`config.mk`:
```
export PLATFORM = sky130hd
export DESIGN_NAME = demux4_scheduler
export DESIGN_NICKNAME = d
export VERILOG_FILES = /design/src/rtl/demux4_pkg.sv /design/src/rtl/demux4_scheduler_rr_pick4.sv /design/src/rtl/demux4_scheduler.sv
export SDC_FILE = /design/constraint.sdc
export NUM_CORES = 1
export LEC_CHECK = 0
export ABC_AREA = 1
export BUFFER_PORTS_ARGS = -buffer_cell sky130_fd_sc_hd__buf_2
export CORE_MARGIN = 2
export CORE_UTILIZATION = 40
export DETAILED_ROUTE_END_ITERATION = 10
export HOLD_SLACK_MARGIN = 0.12
export PLACE_DENSITY = 0.68
export SLEW_MARGIN = 20
export SYNTH_ARGS = -nofsm -noshare
export SYNTH_HDL_FRONTEND = slang
export SYNTH_SLANG_ARGS = --single-unit
```
`constraint.sdc`:
```
create_clock -name clk -period 1.5 [get_ports clk]
set_input_delay 0 -clock clk [delete_from_list [all_inputs] [get_ports clk]]
set_output_delay 0 -clock clk [all_outputs]
set_load 0.01 [all_outputs]
```
`src/rtl/demux4_pkg.sv`:
```
`default_nettype none
// ============================================================================
// demux4_pkg : shared types and constants for the 1-to-4 demux scheduler
// Revision   : 1.0
// ============================================================================
package demux4_pkg;

  localparam int NUM_LANES = 4;
  localparam int LANE_W    = 2;

  typedef enum logic [0:0] {
    ST_IDLE = 1'b0,
    ST_HOLD = 1'b1
  } state_t;

endpackage
`default_nettype wire

```
`src/rtl/demux4_scheduler_rr_pick4.sv`:
```
`default_nettype none
// ============================================================================
// rr_pick4 : first set mask bit searching cyclically upward from ptr
// Revision : 1.0
// ============================================================================
module rr_pick4
  import demux4_pkg::*;
(
  input  logic [LANE_W-1:0]    ptr,
  input  logic [NUM_LANES-1:0] mask,
  output logic [LANE_W-1:0]    lane,
  output logic                 found
);

  logic [LANE_W-1:0] idx;

  // Walk offsets from farthest to nearest so the nearest enabled lane wins.
  always_comb begin
    lane  = ptr;
    found = 1'b0;
    idx   = '0;
    for (int i = NUM_LANES - 1; i >= 0; i--) begin
      idx = ptr + LANE_W'(i);
      if (mask[idx]) begin
        lane  = idx;
        found = 1'b1;
      end
    end
  end

endmodule
`default_nettype wire

```
`src/rtl/demux4_scheduler.sv`:
```
`default_nettype none
// ============================================================================
// demux4_scheduler : holds one word and dispatches it to one of four lanes
// Revision         : 1.0
// ============================================================================
module demux4_scheduler
  import demux4_pkg::*;
#(
  parameter int WIDTH   = 4,
  parameter int COUNT_W = 8
) (
  input  logic                 clk,
  input  logic                 reset,
  input  logic                 in_valid,
  input  logic [WIDTH-1:0]     in_data,
  output logic                 in_ready,
  input  logic                 mode,
  input  logic [LANE_W-1:0]    sel,
  input  logic [NUM_LANES-1:0] lane_en,
  output logic [NUM_LANES-1:0] out_valid,
  output logic [WIDTH-1:0]     out_data,
  input  logic [NUM_LANES-1:0] out_ready,
  output logic [COUNT_W-1:0]   xfer_count,
  output logic [LANE_W-1:0]    cur_lane
);

  state_t             state_q,    state_d;
  logic [WIDTH-1:0]   hold_q,     hold_d;
  logic [LANE_W-1:0]  cur_lane_q, cur_lane_d;
  logic [LANE_W-1:0]  rr_ptr_q,   rr_ptr_d;
  logic               mode_q,     mode_d;
  logic [COUNT_W-1:0] count_q,    count_d;

  logic [LANE_W-1:0]  pick_lane;
  logic               pick_found;
  logic [LANE_W-1:0]  target;
  logic               has_target;

  rr_pick4 u_pick (
    .ptr   (rr_ptr_q),
    .mask  (lane_en),
    .lane  (pick_lane),
    .found (pick_found)
  );

  assign target     = mode ? sel : pick_lane;
  assign has_target = mode | pick_found;

  always_comb begin
    in_ready  = (state_q == ST_IDLE) && has_target;
    out_valid = '0;
    if (state_q == ST_HOLD) begin
      out_valid[cur_lane_q] = 1'b1;
    end
    out_data   = hold_q;
    cur_lane   = cur_lane_q;
    xfer_count = count_q;
  end

  always_comb begin
    state_d    = state_q;
    hold_d     = hold_q;
    cur_lane_d = cur_lane_q;
    rr_ptr_d   = rr_ptr_q;
    mode_d     = mode_q;
    count_d    = count_q;
    case (state_q)
      ST_IDLE: begin
        if (in_valid && has_target) begin
          hold_d     = in_data;
          cur_lane_d = target;
          mode_d     = mode;
          state_d    = ST_HOLD;
        end
      end
      ST_HOLD: begin
        // Only the targeted lane's ready matters; the mode captured with the
        // word decides whether the round-robin pointer advances.
        if (out_ready[cur_lane_q]) begin
          state_d = ST_IDLE;
          count_d = count_q + 1'b1;
          if (!mode_q) begin
            rr_ptr_d = cur_lane_q + 1'b1;
          end
        end
      end
      default: state_d = ST_IDLE;
    endcase
  end

  always_ff @(posedge clk or posedge reset) begin
    if (reset) begin
      state_q    <= ST_IDLE;
      hold_q     <= '0;
      cur_lane_q <= '0;
      rr_ptr_q   <= '0;
      mode_q     <= 1'b0;
      count_q    <= '0;
    end else begin
      state_q    <= state_d;
      hold_q     <= hold_d;
      cur_lane_q <= cur_lane_d;
      rr_ptr_q   <= rr_ptr_d;
      mode_q     <= mode_d;
      count_q    <= count_d;
    end
  end

endmodule
`default_nettype wire

```
==> impl_results.md <==
- Ports: 37
- Max_cap viols: 0
- Clock latency on the worst-skew pair: 0.28 ns
- Netlist cell types: 23
- Run status: complete, but fails checks
- Switching power: 1.47 mW
- Largest net degree at the start of global routing: 19
- Endpoint, Worst Hold: state_q
- Drt wl/cell: around 12 um
- Mapped cell area: about 1100 um^2
- Type of the tightest min-delay check: input pin to register
- Via count: around 1,200
- Clock skew: between 0.009 and 0.01 ns
- Clk root buf: clkbuf_4
- Longest Clk Path Bufs: 2
- Final setup TNS: -0.00436 ns
- CP Capture Type: register
- Initial antenna violation count: 0
- Max Freq: roughly 660 MHz
- Num CTS Buffers: 3
- Critical path required time: 1.66 ns
- Clock sink count: 18
- Worst-path clk slew: 0.10 ns
- Hpwl dp: 2.06 mm
- Crit path max fanout: 7
- Switching share of power: 0.463
- Grt ovf: 0
- Flops & latches, synth: 18
- Filler cell count: 251
- Finished Layout Cells: ~250
- Syn avg cell area: 7.36 um^2
- CP Data Arrival Time: 1.67 ns
- Final hold viol count: 0
- Htree depth: 1
- Die footprint: 3260 um^2
- Hold depth: 6
- Diodes inserted: 0
- DRT Wirelength: 2.86 mm
- RSZ-0062 raised after global routing: true
- # DRC: 0
- Cell row count: 19
- Starting Density: 0.416
- Leak: 0.968 nW
- Worst-margin pin slew: 0.647 ns
- Nets: 241
- Sequential power share: 0.297
- PortBufs: 36
- Failing checks: negative setup slack
- First-pass GRT wire length: 4.66 mm
- Final WS setup: -0.00436 ns
- Number of global-route vias before repair: 1,126
- Flop-to-flop setup slack: -0.004 ns
- Max VDD drop: ~1.2 mV
- Reg2reg start: cur_lane[0]
- Core area: 2710 um^2
- RR Endpoint: rr_ptr_q[1]
- Worst-case reg-to-reg path depth: 9
- Comb power frac: 0.632
- ANT nets after route: 0
- First-pass DRT Iterations: 4
- Max-slew violation count: 0
- CTS tree: yes
- Die H: 57.1 um
- Layout cells sized above 1: 0.407
- YS warnings: 0
- Vias/cell: about 4.8
- Min-Delay Startpoint: out_ready[0]
- CP Class: register to register
- Syn Inst Count: 153
- CP Launch Type: register
- Final critical-path required period: 1.50 ns
- Final setup viols: 1
- GPL Wtd Cong: ~0.95
- Slew headroom: 0.568
- Clk pwr share: 0.071
- Internal: 1.70 mW
- Post-synthesis sequential area ratio: 0.400
- Tcrit/Tclk final: 1.00
- Power Dens Cells: 1920 nW/um^2
- Placed cells: 225
- Initial DRC count: 47
- Area delta synth->final: 46.6%
- GRT Overall Usage: 0.177
- Net Count, Synth: 176
- Die Wd: 57.1 um
## through the flow
stage / instance area [um^2] / hold slack, ns / utilization / power (mW) / worst slack [ns]
floorplan: 1130 / -0.0614 / - / 2.02 / 0.0700
global placement: 1390 / 0.118 / 0.511 / 2.55 / 0.0507
detailed placement: 1390 / 0.126 / 0.511 / 2.61 / -0.00542
CTS: 1500 / 0.132 / 0.553 / 2.86 / 0.00977
global route: 1650 / 0.144 / 0.609 / 3.47 / -0.0812
finish: 1650 / 0.135 / 0.609 / 3.16 / -0.00436
## sequential cells by signal, indices dropped and copies added, names as in the netlist
register / count
xfer_count: 8
cur_lane: 2
state_q: 1
mode_q: 1
out_data: 4
rr_ptr_q: 2
## placed cells by master, fill, tap and decap left out, drive strengths merged, types with 2 or more instances in the layout
master       instances
nand2               66
buf                 51
inv                 23
dfrtp               18
nand3               12
dlygate4sd3          9
nor2                 7
o21ai                6
ha                   5
xor2                 4
clkbuf               3
xnor2                3
nand4                2
nor3                 2
## worst max-delay path: stages (launching register included)
cell and delay (ns):
dfrtp_2 0.47, inv_2 0.10, nand2_2 0.05, nand3_2 0.05
nand2_2 0.08, nor2_4 0.16, inv_2 0.07, or2_4 0.26
nor2_2 0.09, a21oi_1 0.05
## power by group through the flow
stage	sequential [mW]	clock (mW)	combinational [mW]
6_report	0.940	0.224	2.00
5_1_grt	0.974	0.256	2.24
4_1_cts	0.930	0.236	1.70
3_5_place_dp	0.935	0	1.67
3_3_place_gp	0.923	0	1.63
2_1_floorplan	0.980	0	1.04
## synth_stat cells
cell type | instances | share of area
nand2_1 | 63 | 0.21
xor2_1 | 4 | 0.031
o211ai_1 | 1 | 0.0067
nand3_2 | 1 | 0.0089
nand3_1 | 11 | 0.049
or2_4 | 1 | 0.0078
inv_2 | 6 | 0.020
nor3_2 | 1 | 0.0089
nor2_1 | 4 | 0.013
buf_2 | 1 | 0.0044
o21ai_0 | 3 | 0.013
nor2_4 | 2 | 0.020
nand2_2 | 3 | 0.017
inv_1 | 17 | 0.057
o21ai_1 | 3 | 0.013
nand4_1 | 2 | 0.011
bufinv_8 | 1 | 0.016
xnor2_1 | 3 | 0.023
nor2_2 | 1 | 0.0056
a21oi_1 | 1 | 0.0044
nor3_1 | 1 | 0.0044
ha_1 | 5 | 0.056
dfrtp_1 | 18 | 0.40
## metal layers
metal	vias to the layer above	part of all wire	GRT usage
met3	4	0.039	0.0159
li1	596	-	-
met4	0	0.0087	0.0565
met5	-	0	0
met1	549	0.41	0.215
met2	35	0.54	0.328
## worst max-delay path by stage
stage | start | endpoint | slack, ns | cells past startpoint
3_3_place_gp | cur_lane[0] | rr_ptr_q[1] | 0.05 | 9
3_5_place_dp | cur_lane[0] | rr_ptr_q[1] | -0.005 | 9
5_1_grt | rr_ptr_q[0] | in_ready | -0.08 | 8
2_1_floorplan | cur_lane[0] | rr_ptr_q[1] | 0.07 | 9
6_report | cur_lane[0] | rr_ptr_q[1] | -0.004 | 9
4_1_cts | cur_lane[0] | rr_ptr_q[1] | 0.01 | 9
## cell type report
class	instances	area (um^2)	share of cell area
clock buffer	3	22.5	0.0136
inverter	24	106	0.0644
multi-input combinational	110	637	0.386
sequential	18	452	0.274
tap	31	38.8	0.0235
timing repair buffer	60	387	0.234
timing repair inverter	1	7.51	0.00455
## logic make-up (layout without fill, tap and decap cells)
logic type / Yosys count / in the layout / share of synthesized area
compound gates: 8 / 8 / 0.0378
xor+xnor: 7 / 7 / 0.0544
fa+ha+maj: 5 / 5 / 0.0556
buf+inv: 25 / 88 / 0.0967
flops: 18 / 18 / 0.400
simple gates: 90 / 90 / 0.356
## timing repair
action / in CTS / in global routing
endpoints found under the hold margin: 25 / 0
buffers inserted: 0 / 9
gates resized for setup: 1 / 22
setup endpoints to repair: 1 / 10
hold buffers: 9 / 0
pin swaps: 0 / 11
cloned: 0 / 1
Power figures use the tool's default switching activity.
